**src/rtl/song_reader.sv**
```systemverilog
// song_reader: walks note/duration words of the selected song out of a
// synchronous ROM. Each note goes to the note player with a one-cycle
// new_note pulse. song_done pulses at an end marker (duration 0) or after
// the last note slot.
module song_reader #(
    parameter int NUM_SONGS = 4,
    parameter int SONG_W    = 2,
    parameter int ADDR_W    = 5,
    parameter int NOTE_W    = 6,
    parameter int DUR_W     = 6
) (
    input  logic                     clk,
    input  logic                     reset,
    input  logic                     play,
    input  logic                     reset_play,
    input  logic                     NextSong,
    input  logic                     note_done,
    output logic [SONG_W+ADDR_W-1:0] rom_addr,
    input  logic [NOTE_W+DUR_W-1:0]  rom_data,
    output logic [NOTE_W-1:0]        note,
    output logic [DUR_W-1:0]         duration,
    output logic                     new_note,
    output logic                     song_done,
    output logic [SONG_W-1:0]        current_song
);

    typedef enum logic [2:0] {IDLE, FETCH, DECODE, WAIT_NOTE, DONE} state_t;

    localparam logic [ADDR_W-1:0] LAST_ADDR = '1;
    localparam logic [SONG_W-1:0] LAST_SONG = SONG_W'(NUM_SONGS - 1);

    state_t              state, state_n;
    logic [SONG_W-1:0]   song, song_n;
    logic [ADDR_W-1:0]   note_addr, addr_n;
    logic [SONG_W+ADDR_W-1:0] rom_addr_n;
    logic [NOTE_W-1:0]   note_n;
    logic [DUR_W-1:0]    dur_n;
    logic                new_note_n, song_done_n;
    logic [NOTE_W-1:0]   rom_note;
    logic [DUR_W-1:0]    rom_dur;

    assign {rom_note, rom_dur} = rom_data;
    assign current_song = song;

    // Next-state and next-output logic; commands override the FSM and
    // suppress any pulse that would have been produced this cycle.
    always_comb begin
        state_n     = state;
        song_n      = song;
        addr_n      = note_addr;
        rom_addr_n  = rom_addr;
        note_n      = note;
        dur_n       = duration;
        new_note_n  = 1'b0;
        song_done_n = 1'b0;
        if (NextSong) begin
            // Also covers NextSong together with reset_play.
            song_n     = (song == LAST_SONG) ? '0 : song + SONG_W'(1);
            addr_n     = '0;
            note_n     = '0;
            dur_n      = '0;
            state_n    = IDLE;
            rom_addr_n = {song_n, {ADDR_W{1'b0}}};
        end else if (reset_play) begin
            addr_n     = '0;
            note_n     = '0;
            dur_n      = '0;
            state_n    = IDLE;
            rom_addr_n = {song, {ADDR_W{1'b0}}};
        end else begin
            case (state)
                IDLE: begin
                    if (play) begin
                        state_n    = FETCH;
                        rom_addr_n = {song, note_addr};
                    end
                end
                // ROM registers rom_addr this cycle; data is seen in DECODE.
                FETCH: state_n = DECODE;
                DECODE: begin
                    if (rom_dur == '0) begin
                        state_n = DONE;
                    end else begin
                        note_n     = rom_note;
                        dur_n      = rom_dur;
                        new_note_n = 1'b1;
                        state_n    = WAIT_NOTE;
                    end
                end
                WAIT_NOTE: begin
                    // note_done only counts while playing.
                    if (play && note_done) begin
                        if (note_addr == LAST_ADDR) begin
                            state_n = DONE;
                        end else begin
                            addr_n     = note_addr + ADDR_W'(1);
                            rom_addr_n = {song, addr_n};
                            state_n    = FETCH;
                        end
                    end
                end
                DONE: begin
                    song_done_n = 1'b1;
                    addr_n      = '0;
                    note_n      = '0;
                    dur_n       = '0;
                    state_n     = IDLE;
                end
                default: state_n = IDLE;
            endcase
        end
    end

    // State and registered outputs.
    always_ff @(posedge clk) begin
        if (reset) begin
            state     <= IDLE;
            song      <= '0;
            note_addr <= '0;
            rom_addr  <= '0;
            note      <= '0;
            duration  <= '0;
            new_note  <= 1'b0;
            song_done <= 1'b0;
        end else begin
            state     <= state_n;
            song      <= song_n;
            note_addr <= addr_n;
            rom_addr  <= rom_addr_n;
            note      <= note_n;
            duration  <= dur_n;
            new_note  <= new_note_n;
            song_done <= song_done_n;
        end
    end

endmodule
```
**config.mk**
```make
export PLATFORM = sky130hd
export DESIGN_NAME = song_reader
export DESIGN_NICKNAME = d
export VERILOG_FILES = /design/src/rtl/song_reader.sv
export SDC_FILE = /design/constraint.sdc
export NUM_CORES = 1
export LEC_CHECK = 0
export ABC_AREA = 1
export CORE_MARGIN = 2
export CORE_UTILIZATION = 37
export CTS_CLUSTER_DIAMETER = 50
export CTS_CLUSTER_SIZE = 14
export DETAILED_ROUTE_END_ITERATION = 16
export GPL_TIMING_DRIVEN = 0
export PLACE_DENSITY = 0.75
export SYNTH_ARGS = -nofsm -noshare
export SYNTH_HDL_FRONTEND = slang
export SYNTH_SLANG_ARGS = --single-unit
```
**constraint.sdc**
```tcl
create_clock -name clk -period 4 [get_ports clk]
set_clock_uncertainty 0.05 [all_clocks]
set_input_delay 0.6 -clock clk [delete_from_list [all_inputs] [get_ports clk]]
set_output_delay 0.6 -clock clk [all_outputs]
set_load 0.01 [all_outputs]
```
Word level (Yosys, flattened, before mapping)
Cells that the tools add are included.

cells by class
  add/sub/neg operators = 2
  eq/ne operators = 13
  muxes and demuxes = 21
  bitwise operators = 1
  reduce and logical (&&, ||, !) cells = 14

operator list
  operator               number
  $mux W7                5
  $pmux W6 S2            2
  $pmux W7 S2            1
  $mux W3                4
  $mux W6                2
  $ne A4 B4 Y1 const B   3
  $pmux W3 S4            1
  $mux W5                2
  $pmux W5 S2            1
  $ne A2 B2 Y1 const B   4
  $reduce_and A4 Y1      2
  $eq A3 B2 Y1 const B   2
  $logic_not A6 Y1       1
  $reduce_bool A2 Y1     3
  $add A5 B1 Y5 const B  1
  $eq A5 B5 Y1 const B   1
  $reduce_and A2 Y1      2
  $reduce_bool A4 Y1     1
  $reduce_or A4 Y1       1
  $eq A3 B1 Y1 const B   1
  $eq A3 B3 Y1 const B   1
  $logic_not A3 Y1       1
  $reduce_and A3 Y1      1
  $reduce_or A3 Y1       1
  other kinds (6)        7

word-level totals
  register bits after elaboration = 31
  input bits = 18
  output and inout port bits = 23

Logic depth before layout (Yosys ltp)
  depth after elaboration = 6
  gate-level depth with buffers = 12

Worst setup path after synthesis
OpenSTA, ideal clock, no wires.

  kind = input to register
  start = input port NextSong
  end = register state[2]
  setup time = 0.070 ns
  arrival = 1.362 ns
  data required time = 3.880 ns
  setup slack = 2.519 ns
  stages = 6
  path through = nor2_1 -> nand2_2 -> inv_2 -> buf_2 -> nand3_1 -> a21oi_1

between the ends
  cells in the longest elaborated chain, start to end = 1

ends and longest elaborated chain
  item                               RTL line  text
  start, declared                    16        input logic NextSong,
  $reduce_or A3 Y1 (no source line)  -
  end signal, assigned               126       state <= state_n;
  end, declared                      32        state_t state, state_n;

No other way between the ends.
A chain may end at the register's enable or synchronous reset.

Final worst setup path
Ends and elaborated chain as after synthesis.

==> results.ini <==
[yosys]
syn-cell-area_sq_mm = 0.00138
synth_top_flop_cell = dfxtp_1
synthArstFlopShare = 0
yosysWarnings = 0
synthCells = 196
synth_commonest_cells = nand2_1, nor2_1, dfxtp_1, inv_1, o21ai_1
yosysMostFrequentCell = nand2_1
synth.top_cells.by_area = dfxtp_1, nand2_1, nor2_1, o21ai_1, nand3_1
synth_top_area_share = 0.448
ys_types = 17
syn_nets = 217
synth_top_area_cell = dfxtp_1
ys_seq_area_frac = 0.448
syn_avg_cell_area_sq_um = 7.06
synth-seq-cells = 31
synth_edf_count = 0

[grt]
use_met3 = 0.0651
grt.busiest_layer = met2
grt_pass1_vias = 1231
antenna_found_initial = 0
met2_usage = 0.244
grt_max_degree = 11
track_usage = 0.168
grt-ovfl-total = 0
grt_first_pass_wirelength_mm = 5.42
met1_usage = 0.214

[finish]
area_delta_synth_final_pct = 40.7
nets = 264
n_fill_cell = 379
drive_above_1_share = 0.0988
diodes = 0
finish.utilization = 0.536
instances_no_fill = 291

[drt]
antenna_left = 0
drt_iter0_markers = 60
drc = 0
vias_per_cell = 4.56
wl_mm = 2.99
drt_pass1_iterations = 4
wl_per_cell_um = 10.3
via_count = 1328

[worst_setup_path]
cp_data_arrival_time_ps = 2090
crit_fanout = 10
worstPathRequired_ps = 4170
worstSetupStartpointType = input port
end_kind = register
crit_type = in2reg

[worst_hold_path]
hold_class = reg2reg

[die]
coreArea_sq_mm = 0.00363
dieHeight_um = 65.2
die_w_um = 65.2
rows = 22
die-area_sq_mm = 0.00425
pin_count = 41
initial_core_util = 0.381

[clock_tree]
clk_latency_ps = 290
clkSinkCount = 31
cts_hold_buf = 0
cts_buffers = 5
htree_levels = 2
cts_tree = yes
root_buffer = clkbuf_8
cts.clk_slew.worst_paths_ps = 60
cts_max_path_buffers = 2
postCtsSetupBuffers = 0
ctsResizeCount = 0

[sta]
fin_crit_ps = 1910
worst_pin_slew_ps = 255
hold_violations = 0
finalSetupViolCount = 0
period_share = 0.478
rsz0062_at_grt = false
timing.setup.tns_ps = 0
fin_ws_ps = 2090
slew_headroom = 0.829
max_clock_freq_mhz = 523
maxSlewViolCount = 0

[placement]
dp_hpwl_mm = 2.23
place_congestion = 0.813
io_buffer_count = 40
dp_cells = 284
post-place-ws_ps = 1770

[job]
cap_viol_max_count = 0

[outcome]
status = completed

[power_and_ir_drop]
power.density_mw_per_mm2 = 346
peakVddDrop_uv = 137
power.leakage_nw = 0.829
finalPower_mw = 0.673

==> path summary, 6_finish.rpt <==
kind                                   start      endpoint  slack (ps)  cells past startpoint
worst max-delay path                NextSong      state[2]        2090                      7
worst min-delay path             duration[5]   duration[5]         410                      2
worst max register to register  note_addr[0]  note_addr[3]        2320                     10
worst min register to register   duration[5]   duration[5]         410                      2
==> registers in the layout (all words and copies together) (netlist names) <==
register / cells
rom_addr: 7
new_note: 1
current_song: 2
note: 6
state: 3
song_done: 1
note_addr: 5
duration: 6
==> layout make-up <==
| cell class | instances | area (sq um) | share of cell area |
|---|---|---|---|
| Buffer | 2 | 10.0 | 0.00514 |
| Clock buffer | 6 | 72.6 | 0.0373 |
| Clock inverter | 1 | 30.0 | 0.0154 |
| Inverter | 21 | 78.8 | 0.0405 |
| Multi-Input combinational cell | 142 | 674 | 0.346 |
| Sequential cell | 31 | 621 | 0.319 |
| Tap cell | 48 | 60.1 | 0.0308 |
| Timing Repair Buffer | 40 | 400 | 0.206 |
==> report_power, final <==
part | total, mW | internal [mW] | switching, mW
Sequential | 0.317 | 0.314 | 0.00347
Combinational | 0.0620 | 0.0327 | 0.0293
Clock | 0.294 | 0.182 | 0.111
==> through the flow <==
step / hold WS (ps) / instance area, sq um
final: 408 / 1950
after global routing: 434 / 1950
after CTS: 414 / 1950
after detailed placement: 400 / 1840
after global placement: 398 / 1840
after floorplan: 430 / 1380
==> critical path, stage by stage <==
cell	delay, ps
clkdlybuf4s50_1	460
nor2_1	240
nand2_2	190
inv_2	150
buf_2	240
nand3_1	100
a21oi_1	110
==> metal layers <==
layer	wire [um]	vias up
met2	1310	35
met4	72	0
met5	0	-
met1	1370	576
li1	-	712
met3	245	5
==> placed cells by master, fill, tap and decap left out <==
| master | instances |
|---|---|
| nor2_4 | 3 |
| nand2_4 | 1 |
| nand4_1 | 1 |
| a21oi_1 | 9 |
| clkbuf_8 | 5 |
| o21ai_1 | 14 |
| nor2_1 | 36 |
| nand2_1 | 53 |
| nand2_2 | 4 |
| clkdlybuf4s50_1 | 40 |
| nand3_1 | 12 |
| inv_1 | 14 |
| dfxtp_1 | 31 |
| buf_2 | 2 |
| a22oi_1 | 2 |
| bufinv_16 | 1 |
| ha_1 | 3 |
| clkbuf_1 | 1 |
| nor3_2 | 1 |
| inv_2 | 7 |
| xor2_1 | 3 |
==> logic make-up after synthesis <==
kind of cell    count (synthesis)  share of synthesized area
flops                          31                      0.448
compound gates                 25                     0.0940
simple gates                  111                      0.347
xor+xnor                        3                     0.0190
buf+inv                        23                     0.0642
fa+ha+maj                       3                     0.0271
No activity file was read; power rests on OpenSTA's default activity.
